### src/rtl/filler_pkg.sv
// Shared encodings for the framebuffer test-pattern writer.
package filler_pkg;

  typedef enum logic [1:0] {
    MODE_SOLID   = 2'd0,
    MODE_RECT    = 2'd1,
    MODE_CHECKER = 2'd2,
    MODE_HGRAD   = 2'd3
  } mode_e;

  typedef enum logic [1:0] {
    ST_IDLE = 2'd0,
    ST_FILL = 2'd1,
    ST_DONE = 2'd2
  } state_e;

endpackage

### src/rtl/raster_counter.sv
// Raster x/y/linear-address counters; addr tracks y*H_RES+x by increment.
module raster_counter
  import filler_pkg::*;
#(
  parameter  int H_RES      = 160,
  parameter  int V_RES      = 120,
  parameter  int ADDR_WIDTH = 15,
  localparam int XW         = $clog2(H_RES),
  localparam int YW         = $clog2(V_RES)
) (
  input  logic                  clk_i,
  input  logic                  rst_ni,
  input  logic                  clr_i,
  input  logic                  adv_i,
  output logic [XW-1:0]         x_nxt_o,
  output logic [YW-1:0]         y_nxt_o,
  output logic [ADDR_WIDTH-1:0] addr_o,
  output logic                  last_o
);

  localparam logic [XW-1:0] XMAX = XW'(H_RES - 1);
  localparam logic [YW-1:0] YMAX = YW'(V_RES - 1);

  logic [XW-1:0]         x_q, x_d;
  logic [YW-1:0]         y_q, y_d;
  logic [ADDR_WIDTH-1:0] addr_q, addr_d;

  assign last_o = (x_q == XMAX) && (y_q == YMAX);

  always_comb begin
    x_d    = x_q;
    y_d    = y_q;
    addr_d = addr_q;
    if (clr_i) begin
      x_d    = '0;
      y_d    = '0;
      addr_d = '0;
    end else if (adv_i) begin
      addr_d = last_o ? '0 : addr_q + ADDR_WIDTH'(1);
      if (x_q == XMAX) begin
        x_d = '0;
        y_d = (y_q == YMAX) ? '0 : y_q + YW'(1);
      end else begin
        x_d = x_q + XW'(1);
      end
    end
  end

  always_ff @(posedge clk_i) begin
    if (!rst_ni) begin
      x_q    <= '0;
      y_q    <= '0;
      addr_q <= '0;
    end else begin
      x_q    <= x_d;
      y_q    <= y_d;
      addr_q <= addr_d;
    end
  end

  assign x_nxt_o = x_d;
  assign y_nxt_o = y_d;
  assign addr_o  = addr_q;

endmodule

### src/rtl/pattern_filler.sv
// Framebuffer test-pattern writer: solid/rect/checker/hgrad raster fill.
// Define FILLER_CHECKER_EN to build the checkerboard; otherwise mode 2 = solid.
module pattern_filler
  import filler_pkg::*;
#(
  parameter  int H_RES      = 160,
  parameter  int V_RES      = 120,
  parameter  int ADDR_WIDTH = 15,
  parameter  int PIX_W      = 1,
  parameter  int CHK_LOG2   = 3,
  localparam int XW         = $clog2(H_RES),
  localparam int YW         = $clog2(V_RES)
) (
  input  logic                  clk_25,
  input  logic                  reset_n,
  input  logic                  start,
  input  logic                  cont,
  input  logic [1:0]            mode,
  input  logic [PIX_W-1:0]      fg,
  input  logic [PIX_W-1:0]      bg,
  input  logic [XW-1:0]         x0,
  input  logic [XW-1:0]         x1,
  input  logic [YW-1:0]         y0,
  input  logic [YW-1:0]         y1,
  input  logic                  wr_ready,
  output logic                  we,
  output logic [ADDR_WIDTH-1:0] write_addr,
  output logic [PIX_W-1:0]      pixel,
  output logic                  busy,
  output logic                  done,
  output logic [7:0]            frame_cnt
);

  if ((H_RES * V_RES > 2 ** ADDR_WIDTH) || (CHK_LOG2 >= YW)) begin : g_bad_cfg
    $error("pattern_filler: bad parameter set");
  end

  state_e             state_q, state_d;
  mode_e              mode_q, mode_s;
  logic [PIX_W-1:0]   fg_q, bg_q, fg_s, bg_s;
  logic [XW-1:0]      x0_q, x1_q, x0_s, x1_s, x_nxt;
  logic [YW-1:0]      y0_q, y1_q, y0_s, y1_s, y_nxt;
  logic               we_q, we_d, busy_q, done_q, done_d;
  logic [PIX_W-1:0]   pix_q, pix_d;
  logic [7:0]         cnt_q, cnt_d;
  logic               ld, acc, last, adv, clr, load_pix;

  function automatic logic [PIX_W-1:0] pix_fn(
    input mode_e            m,
    input logic [PIX_W-1:0] f,
    input logic [PIX_W-1:0] b,
    input logic [XW-1:0]    lx0,
    input logic [XW-1:0]    lx1,
    input logic [YW-1:0]    ly0,
    input logic [YW-1:0]    ly1,
    input logic [XW-1:0]    x,
    input logic [YW-1:0]    y
  );
    logic [PIX_W+XW-1:0] gx;
    gx     = {{PIX_W{1'b0}}, x};
    pix_fn = f;
    unique case (m)
      MODE_SOLID: pix_fn = f;
      MODE_RECT:
        pix_fn = (x >= lx0 && x <= lx1 && y >= ly0 && y <= ly1) ? f : b;
`ifdef FILLER_CHECKER_EN
      MODE_CHECKER: pix_fn = (x[CHK_LOG2] ^ y[CHK_LOG2]) ? f : b;
`else
      MODE_CHECKER: pix_fn = f;
`endif
      MODE_HGRAD: pix_fn = gx[PIX_W-1:0];
      default:    pix_fn = f;
    endcase
  endfunction

  // The start cycle renders pixel (0,0) from the live inputs being latched.
  assign ld     = (state_q == ST_IDLE) && start;
  assign acc    = we_q && wr_ready;
  assign mode_s = ld ? mode_e'(mode) : mode_q;
  assign fg_s   = ld ? fg : fg_q;
  assign bg_s   = ld ? bg : bg_q;
  assign x0_s   = ld ? x0 : x0_q;
  assign x1_s   = ld ? x1 : x1_q;
  assign y0_s   = ld ? y0 : y0_q;
  assign y1_s   = ld ? y1 : y1_q;

  raster_counter #(
    .H_RES      (H_RES),
    .V_RES      (V_RES),
    .ADDR_WIDTH (ADDR_WIDTH)
  ) u_raster (
    .clk_i   (clk_25),
    .rst_ni  (reset_n),
    .clr_i   (clr),
    .adv_i   (adv),
    .x_nxt_o (x_nxt),
    .y_nxt_o (y_nxt),
    .addr_o  (write_addr),
    .last_o  (last)
  );

  always_comb begin
    state_d  = state_q;
    we_d     = we_q;
    done_d   = 1'b0;
    cnt_d    = cnt_q;
    adv      = 1'b0;
    clr      = 1'b0;
    load_pix = 1'b0;
    unique case (state_q)
      ST_IDLE: begin
        if (start) begin
          state_d  = ST_FILL;
          clr      = 1'b1;
          we_d     = 1'b1;
          load_pix = 1'b1;
        end
      end
      ST_FILL: begin
        if (acc) begin
          adv = 1'b1;
          if (last) begin
            state_d = ST_DONE;
            we_d    = 1'b0;
            done_d  = 1'b1;
            cnt_d   = cnt_q + 8'd1;
          end else begin
            load_pix = 1'b1;
          end
        end
      end
      ST_DONE: begin
        if (cont) begin
          state_d  = ST_FILL;
          we_d     = 1'b1;
          load_pix = 1'b1;
        end else begin
          state_d = ST_IDLE;
        end
      end
      default: state_d = ST_IDLE;
    endcase
    pix_d = pix_q;
    if (load_pix) begin
      pix_d = pix_fn(mode_s, fg_s, bg_s, x0_s, x1_s, y0_s, y1_s,
                     x_nxt, y_nxt);
    end
  end

  always_ff @(posedge clk_25) begin
    if (!reset_n) begin
      state_q <= ST_IDLE;
      we_q    <= 1'b0;
      pix_q   <= '0;
      busy_q  <= 1'b0;
      done_q  <= 1'b0;
      cnt_q   <= '0;
      mode_q  <= MODE_SOLID;
      fg_q    <= '0;
      bg_q    <= '0;
      x0_q    <= '0;
      x1_q    <= '0;
      y0_q    <= '0;
      y1_q    <= '0;
    end else begin
      state_q <= state_d;
      we_q    <= we_d;
      pix_q   <= pix_d;
      busy_q  <= (state_d == ST_FILL);
      done_q  <= done_d;
      cnt_q   <= cnt_d;
      if (ld) begin
        mode_q <= mode_e'(mode);
        fg_q   <= fg;
        bg_q   <= bg;
        x0_q   <= x0;
        x1_q   <= x1;
        y0_q   <= y0;
        y1_q   <= y1;
      end
    end
  end

  assign we        = we_q;
  assign pixel     = pix_q;
  assign busy      = busy_q;
  assign done      = done_q;
  assign frame_cnt = cnt_q;

endmodule
### config.mk
export PLATFORM = sky130hd
export DESIGN_NAME = pattern_filler
export DESIGN_NICKNAME = d
export VERILOG_FILES = /design/src/rtl/filler_pkg.sv /design/src/rtl/raster_counter.sv /design/src/rtl/pattern_filler.sv
export SDC_FILE = /design/constraint.sdc
export NUM_CORES = 1
export LEC_CHECK = 0
export CORE_MARGIN = 2
export CORE_UTILIZATION = 53
export DETAILED_ROUTE_END_ITERATION = 8
export PLACE_DENSITY = 0.86
export RECOVER_POWER = 25
export SLEW_MARGIN = 20
export SYNTH_ARGS = -nofsm -noshare
export SYNTH_HDL_FRONTEND = slang
export SYNTH_SLANG_ARGS = --single-unit
### constraint.sdc
create_clock -name clk_25 -period 4.1 [get_ports clk_25]
set_clock_uncertainty 0.1 [all_clocks]
set_input_delay 1.025 -clock clk_25 [delete_from_list [all_inputs] [get_ports clk_25]]
set_output_delay 1.025 -clock clk_25 [all_outputs]
set_load 0.03 [all_outputs]
==> summary.txt, run 1 <==
Outcome
  • Outcome: complete, no violations

Synthesis
  • Post-Syn Area: 3940 um2
  • Post-synthesis net count: 514
  • Library cells used by synthesis: 52
  • Synth area leaders: dfxtp_1, ha_1, nor2_1
  • Post-synth EDFFs: 0
  • Register area share after synthesis: 39.6%
  • Syn_area_per_cell: 8.94 um2
  • Post-synth ARST share: 0%
  • Yosys warns: 0
  • Synth top area share: 39.6%
  • Post-Syn Instances: 441
  • Yosys reg bits: 78
  • Top FF cell, synth: dfxtp_1
  • Post-synth top area cell: dfxtp_1

Worst setup path
  • Crit path kind: primary input to register
  • R2r startpoint: state_q[0]
  • Reg2Reg Capture Point: pixel
  • WP depth: 14
  • Slowest cell delay on critical path: 0.50 ns
  • Most frequent CP cell: o2111ai_1
  • CP endpoint kind: register
  • WP buf/inv: 1
  • Req. time, crit path: 4.23 ns
  • R2R setup slack: 0.84 ns
  • Crit start category: primary input
  • Critical Path AT: 4.00 ns
  • Worst Path Max Fanout: 5
  • Crit-path cells: clkdlybuf4s50_1 -> and4b_1 -> nand4_1 -> nor2_2 -> nand2_1 -> xor2_1 -> nor2_1 -> ha_1 -> a211oi_1 -> o21bai_1 -> o22ai_1 -> o2111ai_1 -> o2111ai_1 -> o211ai_1
  • CP top delay family: compound AO/OA/AOI/OAI gates
  • Slowest-stage cell, CP: clkdlybuf4s50_1
  • Worst R2R Path Depth: 13

CTS
  • Clock Tree Root: clkbuf_8
  • CTS tree: built
  • Clock sinks: 78
  • Hold_buf cts: 0
  • Setup Buffers After CTS: 0
  • Post-CTS resize count: 0
  • Number of buffers created by CTS: 9
  • Max clock buf depth: 2
  • Worst-Skew Late Latency: 0.35 ns
  • Clock transition at path regs: 0.07 ns
  • Clock H-tree levels: 3

GRT
  • Initial antenna violation count: 0
  • GRT Total Usage: 22.3%
  • Vias in the first global route: 3,283
  • GRT overflow: 0
  • Global-route wire length before repair: 15.0 mm
  • Pin count of the biggest net entering global routing: 22

Timing
  • Final Critical Period: 3.88 ns
  • Max_slew headroom: 64.5%
  • # setup viols final: 0
  • Slew @ Worst Pin: 0.529 ns
  • Final count of hold timing violations: 0
  • Final slew viol count: 0
  • Final period util: 94.5%
  • Setup TNS: 0 ns
  • Setup ws final: 0.224 ns
  • Max Clock Freq: 258 MHz
  • Unrepaired setup endpoints after global routing: false

Placement
  • Placed Cells: 598
  • Area after DPL: 4710 um2
  • Port buffer count: 65
  • Pre-CTS setup slack: -0.0301 ns
  • Final GP Congestion: 0.931
  • Final HPWL DP: 6.43 mm

Floorplan
  • Die W: 90.3 um
  • Core Region: 7210 um2
  • Initial core utilization: 54.6%
  • Row count: 31
  • Die height: 90.3 um
  • Die area: 8150 um2
  • I/O pin total: 66

Worst hold path
  • Worst min path class: register to register
  • Hold Path End: mode_q[1]
  • Worst hold path startpoint: mode_q[1]
  • Hold path cells: 2

Route
  • DRC viols: 0
  • Drt pass-1 iters: 4
  • Avg Vias per Cell: 5.49
  • Routed len/inst: 14.3 um
  • Iteration-0 DRC Markers: 183
  • Final wirelength: 8.74 mm
  • ANT nets after route: 0
  • Via count: 3,363

Job
  • Max-cap violations: 0

Layout
  • Syn-to-layout area delta: 23.2%
  • Most frequent cells in the layout: nor2_1, dfxtp_1, clkdlybuf4s50_1
  • ANT cells: 0
  • Layout cells sized above 1: 6.42%
  • Final core utilization: 67.3%
  • Final #Nets: 583
  • Final std cells w/o fill: 613
  • Fin area: 4860 um2

Power
  • P per Cell Area: 308 nW/um2
  • Worst VDD drop: 0.180 mV
  • Leak pwr: 2.11 nW
-- Yosys cell counts (5+ instances only) --
cell,count
dfxtp_1,78
nor2_1,78
nand2_1,42
ha_1,34
mux2i_1,29
xor2_1,27
a21oi_1,17
nand3_1,14
nand4_1,14
buf_2,12
and3_1,9
and2_1,7
o21ai_0,7
clkbuf_1,5
-- worst register-to-register path, cell delays in order, from the launching register on --
cell       delay [ns]
dfxtp_1          0.51
and4b_1          0.34
nand4_1          0.23
nor2_2           0.22
nand2_1          0.08
xor2_1           0.17
nor2_1           0.08
ha_1             0.33
a211oi_1         0.33
o21bai_1         0.12
o22ai_1          0.16
o2111ai_1        0.17
o2111ai_1        0.20
o211ai_1         0.11
-- layer usage --
metal / vias up / GRT usage, % / part of all wire [%]
li1: 1669 / - / -
met1: 1587 / 26.8 / 43
met2: 85 / 38.5 / 50
met3: 22 / 4.59 / 4.6
met4: 0 / 10.0 / 2.4
met5: - / 0 / 0
-- worst max path at each step --
stage / from / to / slack [ns]
after CTS: start / pixel / 0.24
after global routing: wr_ready / pixel / 0.06
after floorplan: wr_ready / pixel / 0.79
after global placement: start / pixel / 0.10
final: wr_ready / pixel / 0.22
after detailed placement: start / pixel / -0.03
-- power by group --
group	internal (mW)	leakage, nW	switching [mW]
sequential	0.780	0.635	0.00985
combinational	0.0971	1.39	0.103
clock	0.234	0.0824	0.274
total	1.11	2.11	0.386
-- flip-flops by register name (all words and copies together), names as in the netlist, 7 cells and up --
register	count
u_raster.addr_o	15
frame_cnt	8
u_raster.x_q	8
x0_q	8
x1_q	8
u_raster.y_q	7
y0_q	7
y1_q	7
-- area by class of cell --
type,instances,area (um2)
Clock buffer,12,145
Clock inverter,3,21.3
Fill cell,602,2360
Inverter,4,15.0
Multi-Input combinational cell,340,2260
Sequential cell,78,1560
Tap cell,99,124
Timing Repair Buffer,77,729
-- cells by family (layout without fill, tap and decap cells) --
kind of cell,after synthesis,count (layout),share of synthesized area [%]
flops,78,78,39.6
compound gates,47,47,7.55
mux,29,29,7.36
fa+ha+maj,34,34,10.8
buf+inv,23,96,2.86
xor+xnor,31,31,6.89
simple gates,199,199,24.9
-- per-stage QoR --
stage	hold slack (ns)	power [mW]
floorplan	0.345	0.927
global placement	0.358	0.999
detailed placement	0.363	1.01
CTS	0.373	1.50
global route	0.395	1.55
finish	0.371	1.50
Power figures use the tool's default switching activity.
==> inputs of run 2 (changes only) <==
--- a/config.mk
+++ b/config.mk
@@ -10,6 +10,7 @@
 export DETAILED_ROUTE_END_ITERATION = 8
 export PLACE_DENSITY = 0.86
 export RECOVER_POWER = 25
+export SETUP_SLACK_MARGIN = 0.2
 export SLEW_MARGIN = 20
 export SYNTH_ARGS = -nofsm -noshare
 export SYNTH_HDL_FRONTEND = slang
==> run 2 against run 1 <==
  * Worst hold slack got worse by 0.00073 ns
  * Worst setup slack improved by 0.020 ns
  * Sequential cell count did not move
  * Non-clock buffer count did not move
  * Global-route usage did not move
  * Critical path depth fell by 3
  * Sequential share of layout area fell by 0.13 points
  * Maximum frequency rose by 0.52%
  * Register-to-register slack improved by 0.13 ns
==> summary.txt, run 2 (same netlist as run 1, synthesis figures left out) <==
Placement
  • Port buffer count: 65
  • Final HPWL DP: 6.43 mm
  • Area after DPL: 4710 um2
  • Placed Cells: 598
  • Final GP Congestion: 0.931
  • Pre-CTS setup slack: -0.0301 ns

CTS
  • Worst-Skew Late Latency: 0.34 ns
  • Max clock buf depth: 2
  • Clock sinks: 78
  • Clock H-tree levels: 3
  • Hold_buf cts: 0
  • Number of buffers created by CTS: 9
  • Clock Tree Root: clkbuf_8
  • Clock transition at path regs: 0.07 ns
  • Post-CTS resize count: 0
  • Setup Buffers After CTS: 0
  • CTS tree: built

Power
  • P per Cell Area: 306 nW/um2
  • Worst VDD drop: 0.182 mV
  • Total Power: 1.49 mW
  • Leak pwr: 2.10 nW

Worst setup path
  • CP top delay family: compound AO/OA/AOI/OAI gates
  • Most frequent CP cell: o2111ai_1
  • Slowest-stage cell, CP: dlygate4sd3_1
  • Crit-path cells: dlygate4sd3_1 -> or3b_1 -> buf_4 -> mux2i_1 -> ha_1 -> a211oi_2 -> o21bai_1 -> o22ai_1 -> o2111ai_1 -> o2111ai_1 -> o211ai_1
  • WP buf/inv: 2
  • CP endpoint kind: register
  • Crit path kind: primary input to register
  • Crit start category: primary input
  • Critical Path AT: 3.98 ns
  • Slowest cell delay on critical path: 0.59 ns
  • Req. time, crit path: 4.22 ns
  • Worst Path Max Fanout: 8

GRT
  • Initial antenna violation count: 0
  • Global-route wire length before repair: 15.0 mm
  • GRT overflow: 0
  • GRT Total Usage: 22.3%
  • Vias in the first global route: 3,283
  • Pin count of the biggest net entering global routing: 22

Layout
  • Final core utilization: 67.6%
  • Syn-to-layout area delta: 23.7%
  • Final std cells w/o fill: 613
  • Final #Nets: 583
  • Max FFs per register: 15
  • Layout cells sized above 1: 7.00%
  • Most frequent cells in the layout: nor2_1, dfxtp_1, clkdlybuf4s50_1
  • Fin area: 4880 um2
  • Fill count: 596
  • ANT cells: 0

Route
  • DRC viols: 0
  • Drt pass-1 iters: 5
  • Routed len/inst: 14.3 um
  • Via count: 3,340
  • Iteration-0 DRC Markers: 153
  • Avg Vias per Cell: 5.45
  • ANT nets after route: 0
  • Final wirelength: 8.74 mm

Timing
  • Setup ws final: 0.244 ns
  • Unrepaired setup endpoints after global routing: false
  • Final period util: 94.0%
  • Slew @ Worst Pin: 0.515 ns
  • Setup TNS: 0 ns
  • Worst hold margin: 0.370 ns
  • Max Clock Freq: 259 MHz
  • Max_slew headroom: 65.5%
  • Final Critical Period: 3.86 ns
  • # setup viols final: 0
  • Final count of hold timing violations: 0
  • Final slew viol count: 0

Floorplan
  • Die height: 90.3 um
  • I/O pin total: 66
  • Die area: 8150 um2
  • Initial core utilization: 54.6%
  • Die W: 90.3 um
  • Row count: 31
  • Core Region: 7210 um2

Job
  • Max-cap violations: 0

Worst hold path
  • Worst min path class: register to register

Outcome
  • Outcome: complete, no violations
==> run 2: final timing paths <==
path | start | to | slack (ns) | cells after the start
worst max register to register | u_raster.x_q[5] | pixel | 0.97 | 13
worst min-delay path | mode_q[1] | mode_q[1] | 0.37 | 2
worst min register to register | mode_q[1] | mode_q[1] | 0.37 | 2
worst max-delay path | start | pixel | 0.24 | 11
==> run 2: cell type report <==
cell class	instances	area, um2	area share (%)
clock buffers	12	145	2.98
clock inverters	3	21.3	0.436
inverters	4	15.0	0.308
multi-input cells	340	2280	46.7
flip-flops and latches	78	1560	32.0
well taps	99	124	2.54
repair buffers	77	733	15.0
==> run 2: worst min-delay path: stages (launching register included) <==
cell	delay [ns]
dfxtp_1	0.32
nand2_1	0.05
a21oi_1	0.05
==> run 2: power breakdown <==
group	switching [mW]	total (mW)	internal, mW	leakage (nW)
combinational	0.103	0.200	0.0968	1.38
sequential	0.00962	0.790	0.780	0.635
clock	0.271	0.505	0.234	0.0824
==> run 2: per-layer routing <==
layer | share of wire [%] | GRT usage, %
met5 | 0 | 0
met3 | 3.8 | 4.59
met4 | 2.4 | 10.0
met1 | 43 | 26.8
met2 | 50 | 38.5
